### src/rtl/aes_masked_pkg.sv
// Shared types and GF(2^8) helpers for the masked AES datapath stages.
// Everything here is share-agnostic: constants are never mixed into a share.
package aes_masked_pkg;

    localparam logic [7:0] AES_POLY = 8'h1b;

    typedef enum logic {
        COLLECT = 1'b0,
        EMIT    = 1'b1
    } mc_state_t;

    // [k] is row k of the column; byte 0 = row 0
    typedef logic [3:0][7:0] col_t;

    function automatic logic [7:0] xtime(input logic [7:0] x);
        return {x[6:0], 1'b0} ^ (x[7] ? AES_POLY : 8'h00);
    endfunction

endpackage

### src/rtl/aes_mc_column_share.sv
// Combinational MixColumns on one share of one column; purely linear, no constant terms.
// Zero latency, no flow control.
module aes_mc_column_share
    import aes_masked_pkg::*;
(
    input  col_t col_i,
    output col_t col_o
);

    for (genvar k = 0; k < 4; k++) begin : g_row
        localparam int K1 = (k + 1) % 4;
        localparam int K2 = (k + 2) % 4;
        localparam int K3 = (k + 3) % 4;
        assign col_o[k] = xtime(col_i[k]) ^ xtime(col_i[K1]) ^ col_i[K1] ^ col_i[K2] ^ col_i[K3];
    end

endmodule

### src/rtl/aes_masked_mixcol_serial.sv
// Byte-serial 2-share MixColumns: collect 4 bytes, emit 4 MixColumns (or bypassed) bytes per share.
// Byte 3 in -> byte 0 out is 1 cycle; input stalls during emit, outputs hold while out_ready is low.
module aes_masked_mixcol_serial
    import aes_masked_pkg::*;
#(
    parameter int OUT_REG    = 1,
    parameter int CLR_ON_POP = 1
) (
    input  logic       clk,
    input  logic       rst,
    input  logic [7:0] in0,
    input  logic [7:0] in1,
    input  logic       in_valid,
    output logic       in_ready,
    input  logic       last_round,
    output logic [7:0] out0,
    output logic [7:0] out1,
    output logic       out_valid,
    input  logic       out_ready
);

    mc_state_t  state_q, state_d;
    logic [1:0] idx_q, idx_d;
    col_t       a0_q, a0_d, a1_q, a1_d;
    logic       lr_q, lr_d;
    logic [7:0] out0_q, out0_d, out1_q, out1_d;

    logic       load_out, clr_out;
    col_t       src0, src1, mc0, mc1;
    logic       sel_lr;
    logic [1:0] sel_idx;
    logic [7:0] byte0, byte1;

    always_comb begin
        state_d  = state_q;
        idx_d    = idx_q;
        a0_d     = a0_q;
        a1_d     = a1_q;
        lr_d     = lr_q;
        load_out = 1'b0;
        clr_out  = 1'b0;
        case (state_q)
            COLLECT: begin
                if (in_valid) begin
                    a0_d[idx_q] = in0;
                    a1_d[idx_q] = in1;
                    idx_d       = idx_q + 2'd1;
                    if (idx_q == 2'd0) lr_d = last_round;
                    if (idx_q == 2'd3) begin
                        state_d  = EMIT;
                        load_out = 1'b1;
                    end
                end
            end
            EMIT: begin
                if (out_ready) begin
                    idx_d = idx_q + 2'd1;
                    if (idx_q == 2'd3) begin
                        state_d = COLLECT;
                        clr_out = 1'b1;
                        if (CLR_ON_POP != 0) begin
                            a0_d = '0;
                            a1_d = '0;
                        end
                    end else begin
                        load_out = 1'b1;
                    end
                end
            end
            default: state_d = COLLECT;
        endcase
    end

    // The output register looks one byte ahead, so it reads the next-state buffer and index.
    assign src0    = (OUT_REG != 0) ? a0_d  : a0_q;
    assign src1    = (OUT_REG != 0) ? a1_d  : a1_q;
    assign sel_lr  = (OUT_REG != 0) ? lr_d  : lr_q;
    assign sel_idx = (OUT_REG != 0) ? idx_d : idx_q;

    aes_mc_column_share u_mc_share0 (.col_i(src0), .col_o(mc0));
    aes_mc_column_share u_mc_share1 (.col_i(src1), .col_o(mc1));

    assign byte0 = sel_lr ? src0[sel_idx] : mc0[sel_idx];
    assign byte1 = sel_lr ? src1[sel_idx] : mc1[sel_idx];

    always_comb begin
        out0_d = out0_q;
        out1_d = out1_q;
        if (load_out) begin
            out0_d = byte0;
            out1_d = byte1;
        end else if (clr_out) begin
            out0_d = 8'h00;
            out1_d = 8'h00;
        end
    end

    always_ff @(posedge clk or posedge rst) begin
        if (rst) begin
            state_q <= COLLECT;
            idx_q   <= 2'd0;
            a0_q    <= '0;
            a1_q    <= '0;
            lr_q    <= 1'b0;
            out0_q  <= 8'h00;
            out1_q  <= 8'h00;
        end else begin
            state_q <= state_d;
            idx_q   <= idx_d;
            a0_q    <= a0_d;
            a1_q    <= a1_d;
            lr_q    <= lr_d;
            out0_q  <= out0_d;
            out1_q  <= out1_d;
        end
    end

    assign in_ready  = (state_q == COLLECT) && !rst;
    assign out_valid = (state_q == EMIT);
    assign out0      = (OUT_REG != 0) ? out0_q : (out_valid ? byte0 : 8'h00);
    assign out1      = (OUT_REG != 0) ? out1_q : (out_valid ? byte1 : 8'h00);

endmodule

### config.mk
export PLATFORM = sky130hd
export DESIGN_NAME = aes_masked_mixcol_serial
export DESIGN_NICKNAME = d
export VERILOG_FILES = /design/src/rtl/aes_masked_pkg.sv /design/src/rtl/aes_mc_column_share.sv /design/src/rtl/aes_masked_mixcol_serial.sv
export SDC_FILE = /design/constraint.sdc
export NUM_CORES = 1
export LEC_CHECK = 0
export CELL_PAD_IN_SITES_DETAIL_PLACEMENT = 0
export CELL_PAD_IN_SITES_GLOBAL_PLACEMENT = 1
export CORE_AREA = 5 5 147 149
export DETAILED_ROUTE_END_ITERATION = 8
export DIE_AREA = 0 0 152 154
export PLACE_DENSITY_LB_ADDON = 0.12
export SLEW_MARGIN = 30
export SYNTH_ARGS = -nofsm -noshare
export SYNTH_HDL_FRONTEND = slang
export SYNTH_HIERARCHICAL = 1
export SYNTH_SLANG_ARGS = --single-unit
### constraint.sdc
create_clock -name clk -period 5.4 [get_ports clk]
set_input_delay 1.08 -clock clk [delete_from_list [all_inputs] [get_ports clk]]
set_output_delay 1.08 -clock clk [all_outputs]
set_load 0.02 [all_outputs]
==> After elaboration in Yosys (flattened, before gate mapping) <==
Index checks and enable logic that the tools add are counted.
{ "totals": {"register_bits": 84, "latch_bits": 0, "mem_bits_rw": 0, "romBits": 0, "inputBits": 21, "output_inout_bits": 18, "word_cells": 112, "n_memories": 0} }
{ "op_classes": {"add_sub_neg": 1, "mul": 0, "div_mod_pow": 0, "order_cmp": 3, "eq_ne": 1, "shift": 0, "mux": 48, "bitwise": 41, "reduce_logical": 5} }
{ "ops": {"columns": ["cell", "count"], "rows": [
  ["bitwise XOR 8 bit", 39],
  ["2-to-1 mux 32 bit", 6],
  ["case mux 32 bit (2 select lines)", 2],
  ["2-to-1 mux 8 bit", 10],
  ["binary-select mux 8 bit (select 2 bit)", 4],
  ["bitwise mux 32 bit", 2],
  ["2-to-1 mux 5 bit", 8],
  ["demux 8 bit (select 2 bit)", 1],
  ["2-to-1 mux 1 bit", 10],
  ["bitwise XOR 8 x 5 -> 8 bit", 1],
  ["less-than comparator 2 x 3 -> 1 bit (second input constant)", 2],
  ["2-to-1 mux 2 bit", 2],
  ["case mux 1 bit (2 select lines)", 2],
  ["case mux 2 bit (2 select lines)", 1],
  ["adder 2 x 1 -> 2 bit (second input constant)", 1],
  ["equality test 2 bit (second input constant)", 1],
  ["greater-or-equal comparator 2 x 1 -> 1 bit (second input constant)", 1],
  ["logical AND 1 bit", 2],
  ["zero test 2 bit", 1],
  ["nonzero test 2 bit", 1],
  ["zero test 1 bit", 1],
  ["inverter 1 bit", 1]
]} }

==> Logic depth before layout (Yosys ltp) <==
Gate-level depths: netlist of run 1.
{ "depth": {"word_depth": 17, "depth_mapped": 17, "depth_no_buf": 13} }

==> By module <==
Netlist of run 1, hierarchy kept.
{ "modules_own_cells": {"columns": ["module", "instances", "cells_each", "area_each_um2", "seq_area_each_um2"], "rows": [
  ["aes_masked_mixcol_serial", 1, 573, 5650.4, 2102.0],
  ["aes_mc_column_share", 2, 112, 1114.8, 0.0]
]} }

==> Least setup slack after synthesis of run 1 <==
No wires, ideal clock.
{ "synth_timing": {"path_kind": "register to register", "startpoint": "reg idx_q[1]", "endpoint": "reg out0_q[0] (netlist: out0[0])", "t_arrival_ns": 3.887, "t_required_ns": 5.305, "setup_slack_ns": 1.418, "path_stages_with_launch": 16, "n_path_buf": 3, "period_less_slack_ns": 3.982, "cell_sequence": "dfrtp_1 > buf_2 > buf_1 > inv_1 > ha_1 > nand2_1 > buf_2 > mux2i_1 > o21ai_0 > xnor2_1 > xor2_1 > xnor2_1 > mux2i_1 > mux4_2 > a21o_1 > o31ai_1"} }
{ "synth_rtl": {"columns": ["element", "line", "source"], "rows": [
  ["start, declared", "aes_masked_mixcol_serial.sv:23", "logic [1:0] idx_q, idx_d;"],
  ["start signal, assigned", "aes_masked_mixcol_serial.sv:109", "idx_q <= idx_d;"],
  ["end signal, assigned", "aes_masked_mixcol_serial.sv:113", "out0_q <= out0_d;"],
  ["end, declared", "aes_masked_mixcol_serial.sv:26", "logic [7:0] out0_q, out0_d, out1_q, out1_d;"]
]} }

==> reports/qor.txt, run 1 <==
Yosys top cell area share -> 26.68%
Worst-margin pin slew -> 960.9 ps
Initial DRC count -> 293
Post-CTS Setup Repair Bufs -> 0
H-tree Lvls -> 3
Crit path DAT -> 4620 ps
Detailed placer's ending HPWL -> 18.07 mm
Register area share after synthesis -> 26.68%
Final worst path period need -> 4375 ps
Crit path from -> in_valid
Syn-to-layout area delta -> 12.99%
GP Congestion -> 0.8621
Synth unique cells -> 45
GR Util All Layers -> 22.84%
Worst Clk Skew -> 9.482 ps
Clock sink count -> 84
Yosys warns -> 6
Core Box Area -> 20040 um2
Worst hold path class -> flip-flop to flip-flop
Final Hold Viols -> 0
Cells after synthesis -> 797
Reg2reg start -> idx_q[0]
Register area -> 2106 um2
Top-count cell post-synth -> xnor2_1
Layout net count -> 841
Share of cells above drive strength 1 -> 13.28%
Die span in y -> 154 um
Top post-synthesis cells by count -> 160 x xnor2_1, 84 x dfrtp_1, 67 x mux2i_1, 49 x o21ai_0, 41 x clkbuf_1
Top post-synthesis cells by area -> dfrtp_1 27%, xnor2_1 18%, mux2i_1 8.5%
Vias in the first global route -> 6774
Area leader, netlist -> dfrtp_1
First-pass iteration count of the detailed router -> 5
Startpoint types -> primary input
CTS resizes -> 0
Io pins -> 39
FILL cells -> 1950
Post-synth design cell area -> 7880 um2
Die width -> 152 um
Setup_tns -> 0 ps
CP Data Required Time -> 5640 ps
I/O Buffers -> 38
CTS buffer count -> 9
Multi-input gate area -> 5473 um2
Cts hold-fix bufs -> 0
Routed WL -> 26.71 mm
Final setup violation count -> 0
Clock Pin Slew Worst Setup and Hold Paths -> 60 ps
Initial Util -> 39.32%
Clk root buf -> clkbuf_16
Hold Path Origin -> out1[1]
Syn_area_per_cell -> 9.887 um2
Max-cap violations -> 0
Outcome -> finished clean
Yosys reg bits -> 84
GRT overflow -> 0
Async S/R FF share, synth -> 100.0%
Unrepaired setup endpoints after global routing -> no
Max Slew Vio Count -> 0
Wire length per cell -> 24.48 um
Setup crit end kind -> flip-flop
Die footprint -> 23410 um2
Primary FF master, synth -> dfrtp_1
EDFF count, synth -> 0
Kind of critical path -> primary input to flip-flop
Max Freq -> 228.5 MHz
Final period utilization -> 81.03%
Worst-path fanout max -> 7
# diodes -> 0
Post-synth net total -> 822
Final ANT Viol Nets -> 0
Global-route wire length before repair -> 41.71 mm
Drt via density -> 5.815
Worst-skew pair later-pin latency -> 360 ps
FP Rows -> 52
Drt drc -> 0
CTS tree -> built
Largest net degree at the start of global routing -> 71
Vias -> 6344
Relative slew slack -> 35.26%
Clk buf depth -> 2
Initial antenna violation count -> 0
==> layout by cell type (no fill, tap or decap), types with 2 or more instances in the layout <==
master and count:
o31ai_1 16, nand2_1 39, xor2_2 8, o211ai_1 33
a32o_1 15, buf_4 34, clkinv_2 3, mux2_2 15
and3b_1 14, a221o_1 16, nand3_1 16, o21ai_0 45
o21ai_2 2, clkdlybuf4s50_1 38, clkbuf_8 2, xnor2_2 6
xor2_1 34, mux2i_1 67, a21o_1 16, xnor2_4 7
nor2_1 33, ha_1 4, a221oi_2 9, xor3_1 2
inv_1 6, a221oi_1 6, o21ai_1 3, a211o_1 14
xnor2_1 160, nor2b_1 17, and4b_1 30, clkbuf_16 9
dfrtp_1 83
==> final cells by class <==
type | count | area share, %
multi-input combinational | 641 | 61.47
clock inverter | 4 | 0.5340
tap | 270 | 3.794
timing repair buffer | 73 | 7.364
clock buffer | 12 | 2.881
inverter | 7 | 0.3092
sequential | 84 | 23.65
==> logic make-up (layout without fill, tap and decap cells) <==
group | Yosys count | in the layout | share of synthesized area, %
flip-flops | 84 | 84 | 26.68
buffers and inverters | 72 | 96 | 4.494
multiplexers | 86 | 86 | 11.59
AO/OA/AOI/OAI | 180 | 180 | 17.64
AND/OR/NAND/NOR | 154 | 154 | 11.61
adder cells (fa/ha/maj) | 4 | 4 | 0.6351
XOR/XNOR | 217 | 217 | 27.36
==> layer usage <==
| layer | vias up | global-route usage (%) | share of wire, % |
|---|---|---|---|
| li1 | 2922 | - | - |
| met1 | 3203 | 27.80 | 42 |
| met2 | 166 | 41.49 | 51 |
| met3 | 53 | 3.457 | 4.0 |
| met4 | 0 | 7.149 | 2.7 |
| met5 | - | 0 | 0 |
==> final timing paths <==
check	end	cells past startpoint	slack (ps)
hold reg to reg	out1[1]	1	500
hold / removal	out1[1]	1	500
min in group asynchronous	out0[4]	2	1200
setup / recovery	out0[3]	12	1020
max in group asynchronous	a1_q[10]	3	3070
setup reg to reg	out1[3]	12	1090
==> worst max-delay path, stage by stage <==
cell and delay, ps:
clkdlybuf4s50_1 610, nand2_1 180, buf_4 230, mux2i_1 140, o21ai_1 740, xnor2_1 190
xnor2_1 290, xor3_1 280, mux2_2 270, o31ai_1 240, a221oi_2 90, a32o_1 270
==> sequential cells by signal, summed over array words and instances (netlist names) <==
name,flops
idx_q,2
a0_q,32
lr_q,1
a1_q,32
out1,8
out_valid,1
out0,8
==> stage by stage <==
stage	cell area (um2)	hold slack [ps]	utilization (%)	setup WS, ps	std cells
after floorplan	7880	511.6	-	1418	797
after global placement	8592	479.8	42.88	703.7	1075
after detailed placement	8596	491.0	42.89	642.6	1075
after CTS	8900	510.5	44.41	1004	1091
after global routing	8904	538.2	44.43	740.2	1091
final	8904	504.0	44.43	1025	1091
Power of run 1 is left out: the tool's default activity adds up to more than one toggle a clock period on the data nets, which glitch-free logic cannot reach.
==> run 2: changes to the inputs <==
clock period = 3.9 ns   (was 5.4 ns; I/O delays follow)
==> run 2 against run 1 <==
  * Clock skew fell by 4.0 ps
  * First-iteration DRC count rose by 54%
  * Critical path type unchanged
  * Largest cell class unchanged
  * Via count rose by 7.4%
  * Hold slack got worse by 14 ps
==> reports/qor.txt, run 2 (same netlist as run 1, synthesis figures left out) <==
Initial antenna violation count -> 0 (unchanged)
FILL cells -> 1900 (-2.6%)
Finished Core Util -> 48.74% (+4.3 points)
Initial DRC count -> 450 (+54%)
Die width -> 152 um (unchanged)
Clock sink count -> 84 (unchanged)
Most frequent CP cell -> xnor2_1
Layout net count -> 943 (+12%)
Place WS -> -257.1 ps (-899.7 ps)
Vias in the first global route -> 7154 (+5.6%)
Worst hold path class -> flip-flop to flip-flop
Post-CTS Setup Repair Bufs -> 0 (unchanged)
Share of cells above drive strength 1 -> 22.86% (+9.6 points)
GR Util All Layers -> 23.93% (+1.1 points)
Worst-path fanout max -> 8 (+1)
Max Freq -> 275.3 MHz
Commonest cells after routing, fill and taps aside -> 159 x xnor2_1, 128 x buf_4, 83 x dfrtp_1, 67 x mux2i_1, 39 x nand2_1
Worst Path Buf+Inv -> 3 (+1)
Routed WL -> 28.25 mm (+5.7%)
Vias -> 6813 (+7.4%)
Io pins -> 39 (unchanged)
Largest net degree at the start of global routing -> 59 (-17%)
CP Data Required Time -> 4140 ps (-1500 ps)
Detailed placer's ending HPWL -> 19.48 mm (+7.8%)
Final worst path period need -> 3632 ps
Final ANT Viol Nets -> 0 (unchanged)
CTS buffer count -> 9 (unchanged)
Initial Util -> 39.32% (unchanged)
Worst-margin pin slew -> 655.0 ps (-305.9 ps)
Syn-to-layout area delta -> 23.94%
GP Congestion -> 0.8803 (+2.1%)
Largest stage delay, worst path -> 530 ps (-210 ps)
Wire length per cell -> 23.68 um (-3.3%)
Commonest non-fill, non-tap cell in the layout -> xnor2_1
Core Box Area -> 20040 um2 (unchanged)
Multi-input gate area -> 5468 um2 (about the same)
Cts hold-fix bufs -> 0 (unchanged)
First-pass iteration count of the detailed router -> 5 (unchanged)
Register area -> 2106 um2 (unchanged)
Drt via density -> 5.711 (-1.8%)
Final Hold Viols -> 0 (unchanged)
Clk root buf -> clkbuf_16
Setup ws final -> 268.2 ps (-756.3 ps)
Largest registers -> a0_q x32, a1_q x32
Clk buf depth -> 2 (unchanged)
Outcome -> finished clean
GRT overflow -> 0 (unchanged)
Final period utilization -> 93.12%
Die span in y -> 154 um (unchanged)
CP top delay family -> buffers and inverters
Relative slew slack -> 55.87% (+21 points)
Unrepaired setup endpoints after global routing -> no
CTS tree -> built
Kind of critical path -> primary input to flip-flop
Startpoint types -> primary input
Setup crit end kind -> flip-flop
FP Rows -> 52 (unchanged)
Crit path DAT -> 3870 ps (-750 ps)
Max Slew Vio Count -> 0 (unchanged)
Max-cap violations -> 0 (unchanged)
Slowest CP cell -> clkdlybuf4s50_1
Worst Clk Skew -> 5.453 ps (-4.030 ps)
Final setup violation count -> 0 (unchanged)
H-tree Lvls -> 3 (unchanged)
Drt drc -> 0 (unchanged)
# diodes -> 0 (unchanged)
Clock Pin Slew Worst Setup and Hold Paths -> 70 ps (about the same)
Global-route wire length before repair -> 43.45 mm (+4.2%)
Critical Path, Cell by Cell -> clkdlybuf4s50_1, buf_4, buf_4, and3b_1, a211o_1, xnor2_1, xnor2_1, xnor2_1, mux2_2, o31ai_1, a221oi_1, a32o_1
Die footprint -> 23410 um2 (unchanged)
Worst-skew pair later-pin latency -> 350 ps (about the same)
I/O Buffers -> 38 (unchanged)
[run 2: final timing paths]
| kind | from | end | slack (ps) | depth (start not counted) |
|---|---|---|---|---|
| max | out_ready | out1[4] | 270 | 12 |
| min | out0[2] | out0[2] | 490 | 1 |
| max reg2reg | idx_q[1] | out1[1] | 280 | 11 |
| min reg2reg | out0[2] | out0[2] | 490 | 1 |
| max in group asynchronous | rst | a1_q[29] | 2330 | 3 |
| min in group asynchronous | rst | out0[4] | 820 | 2 |
[run 2: through the flow]
stage / hold slack [ps] / std cells / TNS [ps] / instance area, um2
final: 489.9 / 1193 / 0 / 9767
after global routing: 504.5 / 1193 / 0 / 9767
after CTS: 497.0 / 1193 / 0 / 9753
after detailed placement: 486.4 / 1177 / -2654 / 9449
after global placement: 485.2 / 1177 / -1579 / 9449
after floorplan: 511.6 / 797 / 0 / 7880
[run 2: final cells by class]
class                           count  share of cell area, %
Clock buffer                       12                  2.626
Clock inverter                      4                 0.4868
Inverter                            7                 0.2818
Multi-Input combinational cell    641                  55.98
Sequential cell                    84                  21.56
Tap cell                          270                  3.459
Timing Repair Buffer              175                  15.60
[run 2: routing by layer]
layer / global-route usage [%] / wire (um) / up-vias
li1: - / - / 3124
met1: 30.56 / 12240 / 3401
met2: 41.62 / 13910 / 230
met3: 3.092 / 1181 / 58
met4: 8.562 / 908 / 0
met5: 0 / 0 / -
[run 2: worst register-to-register path: cells and delay by family (launching register included)]
family / cells / cell delay [ps]
AOI/OAI and AO/OA: 5 / 1350
xor gates and xnor gates: 3 / 590
adders and majority gates: 1 / 450
buffers and inverters: 1 / 250
DFF: 1 / 570
muxes: 1 / 290
[run 2: what timing repair did]
| item | 4_1_cts | 5_1_grt |
|---|---|---|
| hold endpoints to repair | 0 | 0 |
| gates resized for setup | 0 | 11 |
| endpoints found under the setup margin | 0 | 9 |
Power of run 2 is left out for the same reason.
